$ cat config.mk
export PLATFORM = sky130hd
export DESIGN_NAME = idsm_conversion_sequencer
export DESIGN_NICKNAME = d
export VERILOG_FILES = /design/src/rtl/idsm_seq_pkg.sv /design/src/rtl/seq_cycle_counter.sv /design/src/rtl/idsm_conversion_sequencer.sv
export SDC_FILE = /design/constraint.sdc
export NUM_CORES = 1
export LEC_CHECK = 0
export BUFFER_PORTS_ARGS = -buffer_cell sky130_fd_sc_hd__buf_2
export CORE_ASPECT_RATIO = 0.7
export CORE_UTILIZATION = 40
export DETAILED_ROUTE_END_ITERATION = 8
export SETUP_SLACK_MARGIN = 0.2
export SLEW_MARGIN = 20
export SYNTH_ARGS = -nofsm -noshare
export SYNTH_HDL_FRONTEND = slang
export SYNTH_SLANG_ARGS = --single-unit
$ cat constraint.sdc
create_clock -name clk -period 4.8 [get_ports clk]
set_input_delay 0.96 -clock clk [delete_from_list [all_inputs] [get_ports clk]]
set_output_delay 0.96 -clock clk [all_outputs]
set_load 0.02 [all_outputs]
$ cat src/rtl/idsm_seq_pkg.sv
//------------------------------------------------------------------------------
// Module      : idsm_seq_pkg
// Description : Shared types and helpers for the incremental delta-sigma
//               conversion sequencer.
// Revision    : 1.0 - initial release
//------------------------------------------------------------------------------
`default_nettype none

package idsm_seq_pkg;

    typedef enum logic [1:0] {
        ST_IDLE    = 2'd0,
        ST_CLEAR   = 2'd1,
        ST_RUN     = 2'd2,
        ST_CAPTURE = 2'd3
    } seq_state_t;

    localparam int unsigned c_osr_min_default = 2;

    // Conversion length never drops below the minimum the filter can settle in.
    function automatic logic [31:0] clamp_osr(input logic [31:0] cfg,
                                              input logic [31:0] min_val);
        return (cfg < min_val) ? min_val : cfg;
    endfunction

endpackage

`default_nettype wire

$ cat src/rtl/seq_cycle_counter.sv
//------------------------------------------------------------------------------
// Module      : seq_cycle_counter
// Description : Loadable down-counter with terminal-count flag (count == 1).
// Revision    : 1.0 - initial release
//------------------------------------------------------------------------------
`default_nettype none

module seq_cycle_counter #(
    parameter int CNT_W = 8
) (
    input  logic             clk,
    input  logic             rst_n,
    input  logic             load,
    input  logic [CNT_W-1:0] load_value,
    input  logic             dec,
    output logic             tc
);

    logic [CNT_W-1:0] r_count;

    always_ff @(posedge clk or negedge rst_n) begin
        if (!rst_n) begin
            r_count <= '0;
        end else if (load) begin
            r_count <= load_value;
        end else if (dec && (r_count > CNT_W'(1))) begin
            r_count <= r_count - CNT_W'(1);
        end
    end

    assign tc = (r_count == CNT_W'(1));

endmodule

`default_nettype wire

$ cat src/rtl/idsm_conversion_sequencer.sv
//------------------------------------------------------------------------------
// Module      : idsm_conversion_sequencer
// Description : Sequences clear/accumulate/capture phases of incremental
//               delta-sigma conversions and presents results on valid/ready.
// Revision    : 1.0 - initial release
//------------------------------------------------------------------------------
`default_nettype none

module idsm_conversion_sequencer
    import idsm_seq_pkg::*;
#(
    parameter int DATA_BITS    = 16,
    parameter int CNT_W        = 8,
    parameter int RESET_CYCLES = 2,
    parameter int OSR_MIN      = c_osr_min_default
) (
    input  logic                 clk,
    input  logic                 rst_n,
    input  logic                 start,
    input  logic                 continuous,
    input  logic                 abort,
    input  logic [CNT_W-1:0]     osr_cfg,
    input  logic [DATA_BITS-1:0] filt_data,
    output logic                 mod_reset,
    output logic                 filt_clear,
    output logic                 filt_en,
    output logic [DATA_BITS-1:0] result,
    output logic                 result_valid,
    input  logic                 result_ready,
    output logic                 busy,
    output logic                 overrun,
    output logic [CNT_W-1:0]     conv_count
);

    localparam logic [CNT_W-1:0] c_reset_cycles = CNT_W'(RESET_CYCLES);

    seq_state_t           r_state;
    logic [CNT_W-1:0]     r_n;
    logic                 r_mod_reset;
    logic                 r_filt_clear;
    logic                 r_filt_en;
    logic [DATA_BITS-1:0] r_result;
    logic                 r_result_valid;
    logic                 r_busy;
    logic                 r_overrun;
    logic [CNT_W-1:0]     r_conv_count;

    logic                 w_tc;
    logic                 w_cnt_load;
    logic [CNT_W-1:0]     w_cnt_load_val;
    logic                 w_cnt_dec;
    logic                 w_capture;
    logic [CNT_W-1:0]     w_n_clamped;

    assign w_n_clamped = CNT_W'(clamp_osr(32'(osr_cfg), 32'(OSR_MIN)));
    assign w_capture   = (r_state == ST_CAPTURE) && !abort;
    assign w_cnt_dec   = (r_state == ST_CLEAR) || (r_state == ST_RUN);

    // Counter reloads on entry to CLEAR (reset duration) and RUN (N).
    always_comb begin
        w_cnt_load     = 1'b0;
        w_cnt_load_val = '0;
        case (r_state)
            ST_IDLE: begin
                if (start || continuous) begin
                    w_cnt_load     = 1'b1;
                    w_cnt_load_val = c_reset_cycles;
                end
            end
            ST_CLEAR: begin
                if (w_tc) begin
                    w_cnt_load     = 1'b1;
                    w_cnt_load_val = r_n;
                end
            end
            ST_CAPTURE: begin
                if (continuous) begin
                    w_cnt_load     = 1'b1;
                    w_cnt_load_val = c_reset_cycles;
                end
            end
            default: ;
        endcase
    end

    seq_cycle_counter #(
        .CNT_W (CNT_W)
    ) u_cycle_counter (
        .clk        (clk),
        .rst_n      (rst_n),
        .load       (w_cnt_load),
        .load_value (w_cnt_load_val),
        .dec        (w_cnt_dec),
        .tc         (w_tc)
    );

    always_ff @(posedge clk or negedge rst_n) begin
        if (!rst_n) begin
            r_state        <= ST_IDLE;
            r_n            <= CNT_W'(OSR_MIN);
            r_mod_reset    <= 1'b1;
            r_filt_clear   <= 1'b0;
            r_filt_en      <= 1'b0;
            r_result       <= '0;
            r_result_valid <= 1'b0;
            r_busy         <= 1'b0;
            r_overrun      <= 1'b0;
            r_conv_count   <= '0;
        end else begin
            // A capture at the accept edge keeps valid high with fresh data.
            if (w_capture) begin
                r_result       <= filt_data;
                r_result_valid <= 1'b1;
                r_conv_count   <= r_conv_count + CNT_W'(1);
                if (r_result_valid && !result_ready) begin
                    r_overrun <= 1'b1;
                end
            end else if (r_result_valid && result_ready) begin
                r_result_valid <= 1'b0;
            end

            if (abort && (r_state != ST_IDLE)) begin
                r_state      <= ST_IDLE;
                r_mod_reset  <= 1'b1;
                r_filt_clear <= 1'b0;
                r_filt_en    <= 1'b0;
                r_busy       <= 1'b0;
            end else begin
                case (r_state)
                    ST_IDLE: begin
                        if (start || continuous) begin
                            r_state      <= ST_CLEAR;
                            r_n          <= w_n_clamped;
                            r_overrun    <= 1'b0;
                            r_mod_reset  <= 1'b1;
                            r_filt_clear <= 1'b1;
                            r_filt_en    <= 1'b0;
                            r_busy       <= 1'b1;
                        end
                    end
                    ST_CLEAR: begin
                        if (w_tc) begin
                            r_state      <= ST_RUN;
                            r_mod_reset  <= 1'b0;
                            r_filt_clear <= 1'b0;
                            r_filt_en    <= 1'b1;
                        end
                    end
                    ST_RUN: begin
                        if (w_tc) begin
                            r_state      <= ST_CAPTURE;
                            r_mod_reset  <= 1'b1;
                            r_filt_clear <= 1'b0;
                            r_filt_en    <= 1'b0;
                        end
                    end
                    ST_CAPTURE: begin
                        if (continuous) begin
                            r_state      <= ST_CLEAR;
                            r_n          <= w_n_clamped;
                            r_mod_reset  <= 1'b1;
                            r_filt_clear <= 1'b1;
                            r_filt_en    <= 1'b0;
                        end else begin
                            r_state      <= ST_IDLE;
                            r_mod_reset  <= 1'b1;
                            r_filt_clear <= 1'b0;
                            r_filt_en    <= 1'b0;
                            r_busy       <= 1'b0;
                        end
                    end
                    default: begin
                        r_state <= ST_IDLE;
                        r_busy  <= 1'b0;
                    end
                endcase
            end
        end
    end

    assign mod_reset    = r_mod_reset;
    assign filt_clear   = r_filt_clear;
    assign filt_en      = r_filt_en;
    assign result       = r_result;
    assign result_valid = r_result_valid;
    assign busy         = r_busy;
    assign overrun      = r_overrun;
    assign conv_count   = r_conv_count;

endmodule

`default_nettype wire

==> results of run 1 <==
-- worst reg2reg max path: cells and delay by family, from the launching register on --
kind	cells	cell delay [ns]
AND/OR/NAND/NOR	1	0.68
flip-flops	1	0.44
AO/OA/AOI/OAI	2	0.44
multiplexers	1	0.39
adder cells (fa/ha/maj)	1	0.34
-- synthesized netlist by cell type (all sizes together) (2+ instances only) --
cell type	n	share of area
nand2	65	0.10
dfrtp	46	0.49
o21ai	11	0.025
nor2	10	0.016
inv	9	0.014
mux2	8	0.038
xnor2	8	0.030
ha	7	0.037
nand3	6	0.013
a21oi	5	0.011
clkbuf	5	0.0080
mux2i	5	0.021
nor2b	4	0.011
or2	4	0.011
a22o	3	0.011
and3	3	0.0080
nor4	3	0.011
o31ai	3	0.0095
or4	3	0.011
a21o	2	0.0064
a311oi	2	0.0074
a31oi	2	0.0053
buf	2	0.0064
dfstp	2	0.022
nand2b	2	0.0053
nand4	2	0.0053
o211ai	2	0.0064
o41ai	2	0.0074
-- per-stage QoR --
step	worst slack, ns	power (mW)	instance area, µm²	std cells	util
floorplan	2.66	1.31	2360	240	-
global placement	2.12	1.56	2720	365	0.499
detailed placement	2.05	1.58	2720	365	0.499
CTS	2.36	1.85	2810	373	0.516
global route	2.14	1.97	2820	373	0.517
finish	2.40	1.83	2820	373	0.517
-- per-layer routing --
layer  global-route usage  wire (µm)  up-vias
li1                     -          -      957
met1                0.281       2670      928
met2                0.270       2250       67
met3               0.0517        403        8
met4               0.0769         85        0
met5                    0          0        -
-- cell usage in the layout, fill, tap and decap left out, drive strengths merged, types with 3 or more instances in the layout --
master / n
a21oi: 5
a22o: 3
and3: 3
buf: 60
clkbuf: 7
dfrtp: 46
ha: 7
inv: 9
mux2: 8
mux2i: 5
nand2: 65
nand3: 6
nor2: 10
nor2b: 4
nor4: 3
o21ai: 11
o31ai: 3
or2: 4
or4: 3
xnor2: 8
-- power by group through the flow --
stage          logic (mW)  registers [mW]  clock network [mW]
2_1_floorplan       0.521           0.792                   0
3_3_place_gp        0.844           0.716                   0
3_5_place_dp        0.863           0.717                   0
4_1_cts             0.865           0.712               0.268
5_1_grt             0.954           0.737               0.281
6_report            0.859           0.713               0.256
-- cell families (layout without fill, tap and decap cells) --
| logic type | count (synthesis) | after routing | share of synthesized area |
|---|---|---|---|
| flops | 48 | 48 | 0.510 |
| buf+inv | 16 | 77 | 0.0286 |
| simple gates | 108 | 108 | 0.214 |
| compound gates | 40 | 40 | 0.121 |
| xor+xnor | 8 | 8 | 0.0297 |
| mux | 13 | 13 | 0.0594 |
| fa+ha+maj | 7 | 7 | 0.0371 |
-- how the worst max path moves through the flow --
| stage | startpoint | to | cells after the start |
|---|---|---|---|
| floorplan | osr_cfg[5] | r_n[0]$_DFFE_PN0P_ | 4 |
| global placement | abort | r_n[3]$_DFFE_PN0P_ | 5 |
| detailed placement | abort | r_n[6]$_DFFE_PN0P_ | 5 |
| CTS | r_state[0]$_DFFE_PN0P_ | r_n[6]$_DFFE_PN0P_ | 5 |
| global route | r_state[0]$_DFFE_PN0P_ | r_n[3]$_DFFE_PN0P_ | 5 |
| finish | r_state[0]$_DFFE_PN0P_ | r_n[6]$_DFFE_PN0P_ | 5 |
-- registers in the layout, summed over array words and instances, names as in the netlist --
name,flops
result,16
filt_clear,1
conv_count,8
u_cycle_counter.r_count,8
r_state,2
overrun,1
result_valid,1
r_n,8
mod_reset,1
busy,1
filt_en,1
-- area by class of cell --
| cell class | instances | area, µm² | share of cell area |
|---|---|---|---|
| clock buffer | 7 | 86.3 | 0.0307 |
| timing repair buffer | 60 | 305 | 0.108 |
| multi-input combinational | 176 | 1090 | 0.386 |
| inverter | 9 | 33.8 | 0.0120 |
| tap | 72 | 90.1 | 0.0320 |
| clock inverter | 1 | 8.76 | 0.00311 |
| sequential | 48 | 1200 | 0.427 |
==> summary.txt, run 1 <==
Synth
  • Syn Area/Cell: 9.83 µm²
  • Mapped Nets: 277
  • Cell variety after synth: 46
  • Synthesized area: 2360 µm²
  • Post-synth top flop: dfrtp_1
  • Syn Inst Count: 240
  • Number of flops mapped to enable cells by yosys: 0
  • Post-synthesis register bit count: 48
  • Yosys Warn Count: 0
  • Ys async rst share: 1.00
  • Post-synthesis sequential area ratio: 0.510

Worst setup path
  • Worst reg2reg path endpoint: r_n[6]$_DFFE_PN0P_
  • Arrival time at the worst endpoint: 2.60 ns
  • Element type at the critical path start: flip-flop
  • Slowest cell on crit path: nor2b_1
  • Crit-path max FO: 12
  • Worst setup path class: flip-flop to flip-flop
  • Worst path buffer plus inverter count: 0
  • Crit-path max cell delay: 0.68 ns
  • Crit path max-delay family: simple AND/OR/NAND/NOR gates
  • CP Cell Sequence: ha_1, nor2b_1, o21ai_0, o21ai_2, mux2_2
  • Worst EP required: 4.99 ns
  • Crit. End Element: flip-flop
  • Reg-to-reg slack, setup: 2.40 ns
  • Worst reg2reg startpoint: r_state[0]$_DFFE_PN0P_
  • Reg2reg path depth: 5

Layout
  • Post-synthesis to final-layout area growth: 19.4%
  • Fill cells: 537
  • Nets: 337
  • Antenna diodes: 0
  • Fraction of layout cells with a size suffix above 1: 0.289

Drt
  • Routed wire per std cell: 14.5 µm
  • WL final: 5.40 mm
  • Vias: 1960
  • Remaining DRCs: 0
  • Vias per cell: 5.25
  • 1st-iter DRT viols: 111
  • Detail Route Antenna Nets: 0
  • Drt pass-1 iters: 4

Die
  • # IOs: 60
  • Initial Utilization: 0.433
  • Cell row count: 22
  • Die area: 6220 µm²
  • Die width: 93.8 µm
  • Core ar.: 5450 µm²
  • Die Ht: 66.3 µm

Clocking
  • Worst-path clk slew: 0.09 ns
  • CTS-repair resized insts: 0
  • CTS tree: built
  • Post-CTS Setup Repair Bufs: 0
  • CTS Buf Count: 5
  • Sinks on the clock net: 48
  • CTS root buf: clkbuf_8
  • Clk_lat worst skew: 0.31 ns
  • CTS H-tree depth: 2
  • Hold buffer count at cts: 0
  • Clock buffer depth: 2

Power and ir drop
  • Logic pwr share: 0.470
  • Leak: 1.43 nW
  • Part of the power in the clock network: 0.140
  • Peak VDD IR: 0.000269 V
  • PwrDens: 649 nW/µm²
  • Sequential Power Share: 0.390
  • Sw Pwr: 0.782 mW
  • Sw Ratio: 0.428
  • Internal: 1.05 mW

GRT
  • Initial antenna violation count: 0
  • Global route overflow: 0
  • Largest net degree at the start of global routing: 49
  • Vias in the first global route: 1845
  • First-pass GRT wire length: 8.96 mm
  • Total GRT Usage: 0.193

STA
  • Fin crit period: 2.40 ns
  • Pins Over Slew Limit: 0
  • Slew @ Worst Pin: 0.778 ns
  • Setup TNS: 0 ns
  • Headroom to the max-slew limit: 0.480
  • RSZ-0062 raised after global routing: false
  • Final Hold Vio Count: 0
  • Hold Slack: 0.477 ns
  • Fin crit share: 0.501
  • Clock skew: 0.00441 ns
  • Final setup vio count: 0
  • Max Freq: 416 MHz

Worst hold path
  • WHS Endpoint: result[8]$_DFFE_PN0N_
  • Hold path depth: 2
  • Min-Delay Path Class: flip-flop to flip-flop
  • Worst Hold Launch: result[8]$_DFFE_PN0N_

Placement
  • Placed wire-length estimate: 3.96 mm
  • Port Buffers: 59
  • GP Congestion: 0.759

Job
  • Total of max-cap violations: 0

Run status
  • Status: finished, final reports clean
Note: power is estimated with default switching activity, not from simulation.
==> run 2: changes to the inputs <==
--- a/config.mk
+++ b/config.mk
@@ -5,10 +5,12 @@
 export SDC_FILE = /design/constraint.sdc
 export NUM_CORES = 1
 export LEC_CHECK = 0
+export ABC_AREA = 1
 export BUFFER_PORTS_ARGS = -buffer_cell sky130_fd_sc_hd__buf_2
 export CORE_ASPECT_RATIO = 0.7
 export CORE_UTILIZATION = 40
 export DETAILED_ROUTE_END_ITERATION = 8
+export PLACE_DENSITY = 0.65
 export SETUP_SLACK_MARGIN = 0.2
 export SLEW_MARGIN = 20
 export SYNTH_ARGS = -nofsm -noshare
==> constraint.sdc (replaced) <==
create_clock -name clk -period 2 [get_ports clk]
set_input_delay 0.4 -clock clk [delete_from_list [all_inputs] [get_ports clk]]
set_output_delay 0.4 -clock clk [all_outputs]
set_load 0.02 [all_outputs]
==> run 2 against run 1 <==
Design area increased by 5.4%. Total power increased to 2.8 times the previous value. First-iteration DRC count decreased by 14%. Flip-flop and latch count unchanged. Global-route usage decreased by 0.24 points. Synthesized cell count increased by 28%. Synthesized area increased by 3.9%. Routed wire length increased by 1.4%. Sequential share of layout area decreased by 2.2 points. Critical endpoint is now r_n[7]$_DFFE_PN0P_. Largest power group unchanged.
==> summary.txt, run 2 <==
Clocking
  • CTS H-tree depth: 2
  • Sinks on the clock net: 48
  • Clk_lat worst skew: 0.30 ns
  • CTS Buf Count: 5
  • Worst-path clk slew: 0.09 ns
  • Hold buffer count at cts: 0
  • CTS root buf: clkbuf_8
  • CTS tree: built
  • Clock buffer depth: 2

STA
  • Fin crit period: 1.66 ns
  • Max Freq: 601 MHz
  • Final setup vio count: 0
  • Clock skew: 0.00904 ns
  • RSZ-0062 raised after global routing: true
  • Hold Slack: 0.0645 ns
  • Fin crit share: 0.832
  • Headroom to the max-slew limit: 0.650
  • Final Hold Vio Count: 0
  • Final worst setup slack: 0.336 ns
  • Slew @ Worst Pin: 0.525 ns
  • Setup TNS: 0 ns
  • Pins Over Slew Limit: 0

Worst hold path
  • Min-Delay Path Class: input pin to asynchronous set/reset pin

Worst setup path
  • Worst setup path class: flip-flop to flip-flop
  • Crit-path max FO: 11
  • Worst reg2reg startpoint: r_state[0]$_DFFE_PN0P_
  • Reg2reg path depth: 8
  • Reg-to-reg slack, setup: 0.34 ns
  • Worst Setup SP: r_state[0]$_DFFE_PN0P_
  • Element type at the critical path start: flip-flop
  • Crit. End Element: flip-flop
  • Worst reg2reg path endpoint: r_n[7]$_DFFE_PN0P_
  • Worst EP required: 2.23 ns
  • Arrival time at the worst endpoint: 1.89 ns

GRT
  • Total GRT Usage: 0.191
  • First-pass GRT wire length: 9.20 mm
  • Initial antenna violation count: 0
  • Largest net degree at the start of global routing: 25
  • Global route overflow: 0
  • Vias in the first global route: 1938

Synth
  • Syn Area/Cell: 7.96 µm²
  • Post-synth top area share: 0.470
  • Yosys Warn Count: 0
  • Most common cell in the netlist: nand2_1
  • Area leader, netlist: dfrtp_1
  • Post-synthesis register bit count: 48
  • Number of flops mapped to enable cells by yosys: 0
  • Ys async rst share: 1.00
  • Cell variety after synth: 33
  • Synthesized area: 2450 µm²
  • Mapped Nets: 345
  • Post-synth top flop: dfrtp_1
  • Post-synthesis sequential area ratio: 0.491
  • Leading post-synthesis cells by cell area: dfrtp_1, nand2_1, inv_1
  • Post-synth top cells: nand2_1, dfrtp_1, inv_1
  • Syn Inst Count: 308

Power and ir drop
  • Peak VDD IR: 0.000683 V
  • PwrDens: 1700 nW/µm²
  • Logic pwr share: 0.507
  • PnR Total Power: 5.04 mW
  • Sw Ratio: 0.466
  • Sw Pwr: 2.35 mW
  • Part of the power in the clock network: 0.149
  • Sequential Power Share: 0.345
  • Leak: 1.67 nW
  • Internal: 2.69 mW

Placement
  • GP Congestion: 0.903
  • Dpl cell area: 2840 µm²
  • Placed wire-length estimate: 4.23 mm
  • Worst slack at placement: 0.309 ns
  • Port Buffers: 59

Layout
  • Commonest non-fill, non-tap cell in the layout: nand2_1
  • Antenna diodes: 0
  • Post-route cell area: 2970 µm²
  • Max reg flops: 16
  • Nets: 410
  • Fraction of layout cells with a size suffix above 1: 0.265
  • Post-synthesis to final-layout area growth: 21.1%
  • Most frequent cells in the layout: nand2_1, buf_2, dfrtp_1

Drt
  • Detail Route Antenna Nets: 0
  • Remaining DRCs: 0
  • Routed wire per std cell: 12.2 µm
  • Drt pass-1 iters: 4
  • Vias: 2026
  • 1st-iter DRT viols: 95
  • Vias per cell: 4.51
  • WL final: 5.48 mm

Job
  • Total of max-cap violations: 0

Die
  • Die width: 95.6 µm
  • Cell row count: 23
  • Die area: 6450 µm²
  • # IOs: 60
  • Initial Utilization: 0.422
  • Core ar.: 5810 µm²
  • Die Ht: 67.5 µm

Run status
  • Status: finished, final reports clean
-- run 2: cell type report --
class | count | area [µm²]
sequential | 48 | 1200
clock inverter | 2 | 38.8
clock buffer | 6 | 82.6
tap | 75 | 93.8
multi-input combinational | 218 | 1080
fill | 577 | 2840
timing repair buffer | 62 | 318
inverter | 38 | 150
-- run 2: cells by family after synthesis --
logic type	synth area share
adders and majority gates	0.0357
AOI/OAI and AO/OA	0.0485
xor gates and xnor gates	0.0429
buffers and inverters	0.0694
DFF	0.491
and+or+nand+nor	0.312
-- run 2: worst max path at each step --
stage	to	slack [ns]	depth (start not counted)
2_1_floorplan	r_n[2]$_DFFE_PN0P_	0.49	10
3_3_place_gp	r_n[0]$_DFFE_PN0P_	0.39	9
3_5_place_dp	r_n[6]$_DFFE_PN0P_	0.31	9
4_1_cts	r_n[6]$_DFFE_PN0P_	0.30	9
5_1_grt	r_n[7]$_DFFE_PN0P_	0.20	9
6_report	r_n[7]$_DFFE_PN0P_	0.34	8
-- run 2: repair_timing --
item	CTS	global route
buffers inserted	0	0
resized for setup	0	2
setup endpoints to repair	0	10
endpoints found under the hold margin	0	0
-- run 2: critical path, stage by stage, from the launching register on --
cell     delay (ns)
dfrtp_1        0.42
inv_1          0.12
ha_2           0.24
inv_1          0.05
nor2_1         0.32
a21oi_4        0.11
inv_2          0.17
nand2_1        0.08
o21ai_1        0.08
-- run 2: routing by layer --
layer  vias up  GRT usage  wire length, µm
met5         -          0                0
met4         0     0.0504               47
met3         5     0.0473              321
met2        61      0.257             2150
met1       889      0.298             2970
li1       1071          -                -
-- run 2: through the flow --
stage	utilization	std cells
2_1_floorplan	-	308
3_3_place_gp	0.489	441
3_5_place_dp	0.489	441
4_1_cts	0.510	449
5_1_grt	0.511	449
6_report	0.511	449
-- run 2: power by group through the flow --
stage | Combinational [mW] | Sequential (mW) | Clock (mW)
after floorplan | 1.59 | 1.98 | 0
after global placement | 2.49 | 1.75 | 0
after detailed placement | 2.54 | 1.74 | 0
after CTS | 2.54 | 1.73 | 0.781
after global routing | 2.89 | 1.79 | 0.826
final | 2.55 | 1.74 | 0.749
==> run 3: changes to the inputs <==
==> constraint.sdc (replaced) <==
create_clock -name clk -period 1.34 [get_ports clk]
set_input_delay 0.268 -clock clk [delete_from_list [all_inputs] [get_ports clk]]
set_output_delay 0.268 -clock clk [all_outputs]
set_load 0.02 [all_outputs]
==> run 3 against run 2 <==
The run now ends with setup timing left. Sequential power up 53%. First-iteration DRC count down 17%. Setup slack worse by 0.52 ns. Via count up 17%. Clock power up 26%. Total power up 90%. Critical endpoint is now u_cycle_counter.r_count[3]$_DFFE_PN0P_. Largest cell class is now multi-input combinational cells. Largest power group unchanged.
==> summary.txt, run 3 (synthesis results as in run 2) <==
Run status
  • Status: finished, violations left
  • Failing checks: setup timing

Worst setup path
  • Crit. End Element: flip-flop
  • Reg2reg path depth: 11
  • Worst setup path class: flip-flop to flip-flop
  • Worst reg2reg path endpoint: u_cycle_counter.r_count[3]$_DFFE_PN0P_
  • Reg-to-reg slack, setup: -0.18 ns
  • Element type at the critical path start: flip-flop
  • Worst EP required: 1.54 ns
  • Worst reg2reg startpoint: r_state[1]$_DFFE_PN0P_
  • Arrival time at the worst endpoint: 1.72 ns
  • Crit-path max FO: 8

STA
  • Setup TNS: -4.90 ns
  • Clock skew: 0.0196 ns
  • Fin crit period: 1.52 ns
  • Final setup vio count: 46
  • Headroom to the max-slew limit: 0.721
  • Slew @ Worst Pin: 0.418 ns
  • Max Freq: 656 MHz
  • RSZ-0062 raised after global routing: true
  • Final worst setup slack: -0.184 ns
  • Fin crit share: 1.14
  • Final Hold Vio Count: 0
  • Pins Over Slew Limit: 0

Worst hold path
  • Min-Delay Path Class: input pin to flip-flop
  • Hold path depth: 3
  • WHS Endpoint: result[0]$_DFFE_PN0N_
  • Worst Hold Launch: filt_data[0]

Placement
  • Placed insts: 474
  • Port Buffers: 59
  • Dpl cell area: 3170 µm²
  • GP Congestion: 0.876
  • Placed wire-length estimate: 4.42 mm
  • Worst slack at placement: -0.164 ns

GRT
  • M2 GR Usage: 0.356
  • Total GRT Usage: 0.228
  • Met1 Use GR: 0.309
  • Grt peak-use layer: met2
  • Initial antenna violation count: 0
  • Met3 Use GR: 0.0597
  • Vias in the first global route: 2347
  • Largest net degree at the start of global routing: 21
  • Global route overflow: 0
  • First-pass GRT wire length: 10.9 mm

Clocking
  • CTS root buf: clkbuf_8
  • Worst-path clk slew: 0.10 ns
  • Sinks on the clock net: 48
  • CTS Buf Count: 5
  • CTS tree: built
  • CTS H-tree depth: 2
  • Clock buffer depth: 2
  • Clk_lat worst skew: 0.32 ns

Layout
  • Max reg flops: 16
  • Most frequent cells in the layout: nand2_1, buf_4, dfrtp_1
  • Final std cells w/o fill: 510
  • Nets: 471
  • Post-route cell area: 3900 µm²
  • Fraction of layout cells with a size suffix above 1: 0.483
  • Commonest non-fill, non-tap cell in the layout: nand2_1
  • Antenna diodes: 0
  • Post-synthesis to final-layout area growth: 59.0%

Die
  • Die area: 6450 µm²
  • Initial Utilization: 0.422
  • # IOs: 60
  • Die Ht: 67.5 µm
  • Cell row count: 23
  • Die width: 95.6 µm
  • Core ar.: 5810 µm²

Drt
  • Routed wire per std cell: 13.5 µm
  • Remaining DRCs: 0
  • Drt pass-1 iters: 4
  • Detail Route Antenna Nets: 0
  • 1st-iter DRT viols: 79
  • Vias per cell: 4.65
  • WL final: 6.88 mm
  • Vias: 2374

Job
  • Total of max-cap violations: 0

Power and ir drop
  • Peak VDD IR: 0.00115 V
  • PwrDens: 2450 nW/µm²
  • Leak: 2.07 nW
  • PnR Total Power: 9.56 mW
run 3: power by group:
group	internal (mW)	leakage [nW]	switching (mW)
sequential	2.12	0.593	0.544
combinational	2.78	1.43	3.17
clock	0.424	0.0484	0.517
run 3: how the worst max path moves through the flow:
stage / from / to / slack [ns] / cells after the start
floorplan: r_state[1]$_DFFE_PN0P_ / r_n[2]$_DFFE_PN0P_ / -0.09 / 10
global placement: r_state[1]$_DFFE_PN0P_ / r_state[1]$_DFFE_PN0P_ / -0.12 / 8
CTS: r_state[0]$_DFFE_PN0P_ / u_cycle_counter.r_count[4]$_DFFE_PN0P_ / -0.16 / 11
finish: r_state[1]$_DFFE_PN0P_ / u_cycle_counter.r_count[3]$_DFFE_PN0P_ / -0.18 / 11
detailed placement: r_state[1]$_DFFE_PN0P_ / u_cycle_counter.r_count[3]$_DFFE_PN0P_ / -0.16 / 11
global route: r_state[0]$_DFFE_PN0P_ / u_cycle_counter.r_count[6]$_DFFE_PN0P_ / -0.30 / 11
run 3: area by class of cell:
class,instances,area (µm²)
clock buffers,7,86.3
clock inverters,1,8.76
fillers,459,1920
inverters,38,173
multi-input cells,219,1260
flip-flops and latches,48,1210
well taps,75,93.8
repair buffers,122,1060
run 3: worst max-delay path, cell delays in order (launching register included):
cell,delay (ns)
dfrtp_2,0.48
inv_4,0.09
ha_4,0.13
inv_2,0.04
nor2_2,0.10
nand3_2,0.13
nand2_4,0.13
inv_8,0.06
nand2_8,0.08
inv_8,0.05
nand2_2,0.06
nand2_1,0.05
run 3: what timing repair did:
action	in CTS	in global routing
pin swaps	33	15
buffers inserted	13	11
gates cloned	3	0
gates resized for setup	80	51
endpoints found under the setup margin	63	78
endpoints found under the hold margin	13	0
hold buffers	1	0
run 3: per-layer routing:
metal / vias up / wire length (µm)
met5: - / 0
met4: 0 / 63
met3: 6 / 404
met2: 61 / 3060
met1: 1118 / 3340
li1: 1189 / -
run 3: metrics by stage:
step,hold slack [ns],util
after detailed placement,0.224,0.545
after global placement,0.225,0.545
after CTS,0.136,0.631
final,0.145,0.670
after global routing,0.140,0.670
after floorplan,-0.0276,-
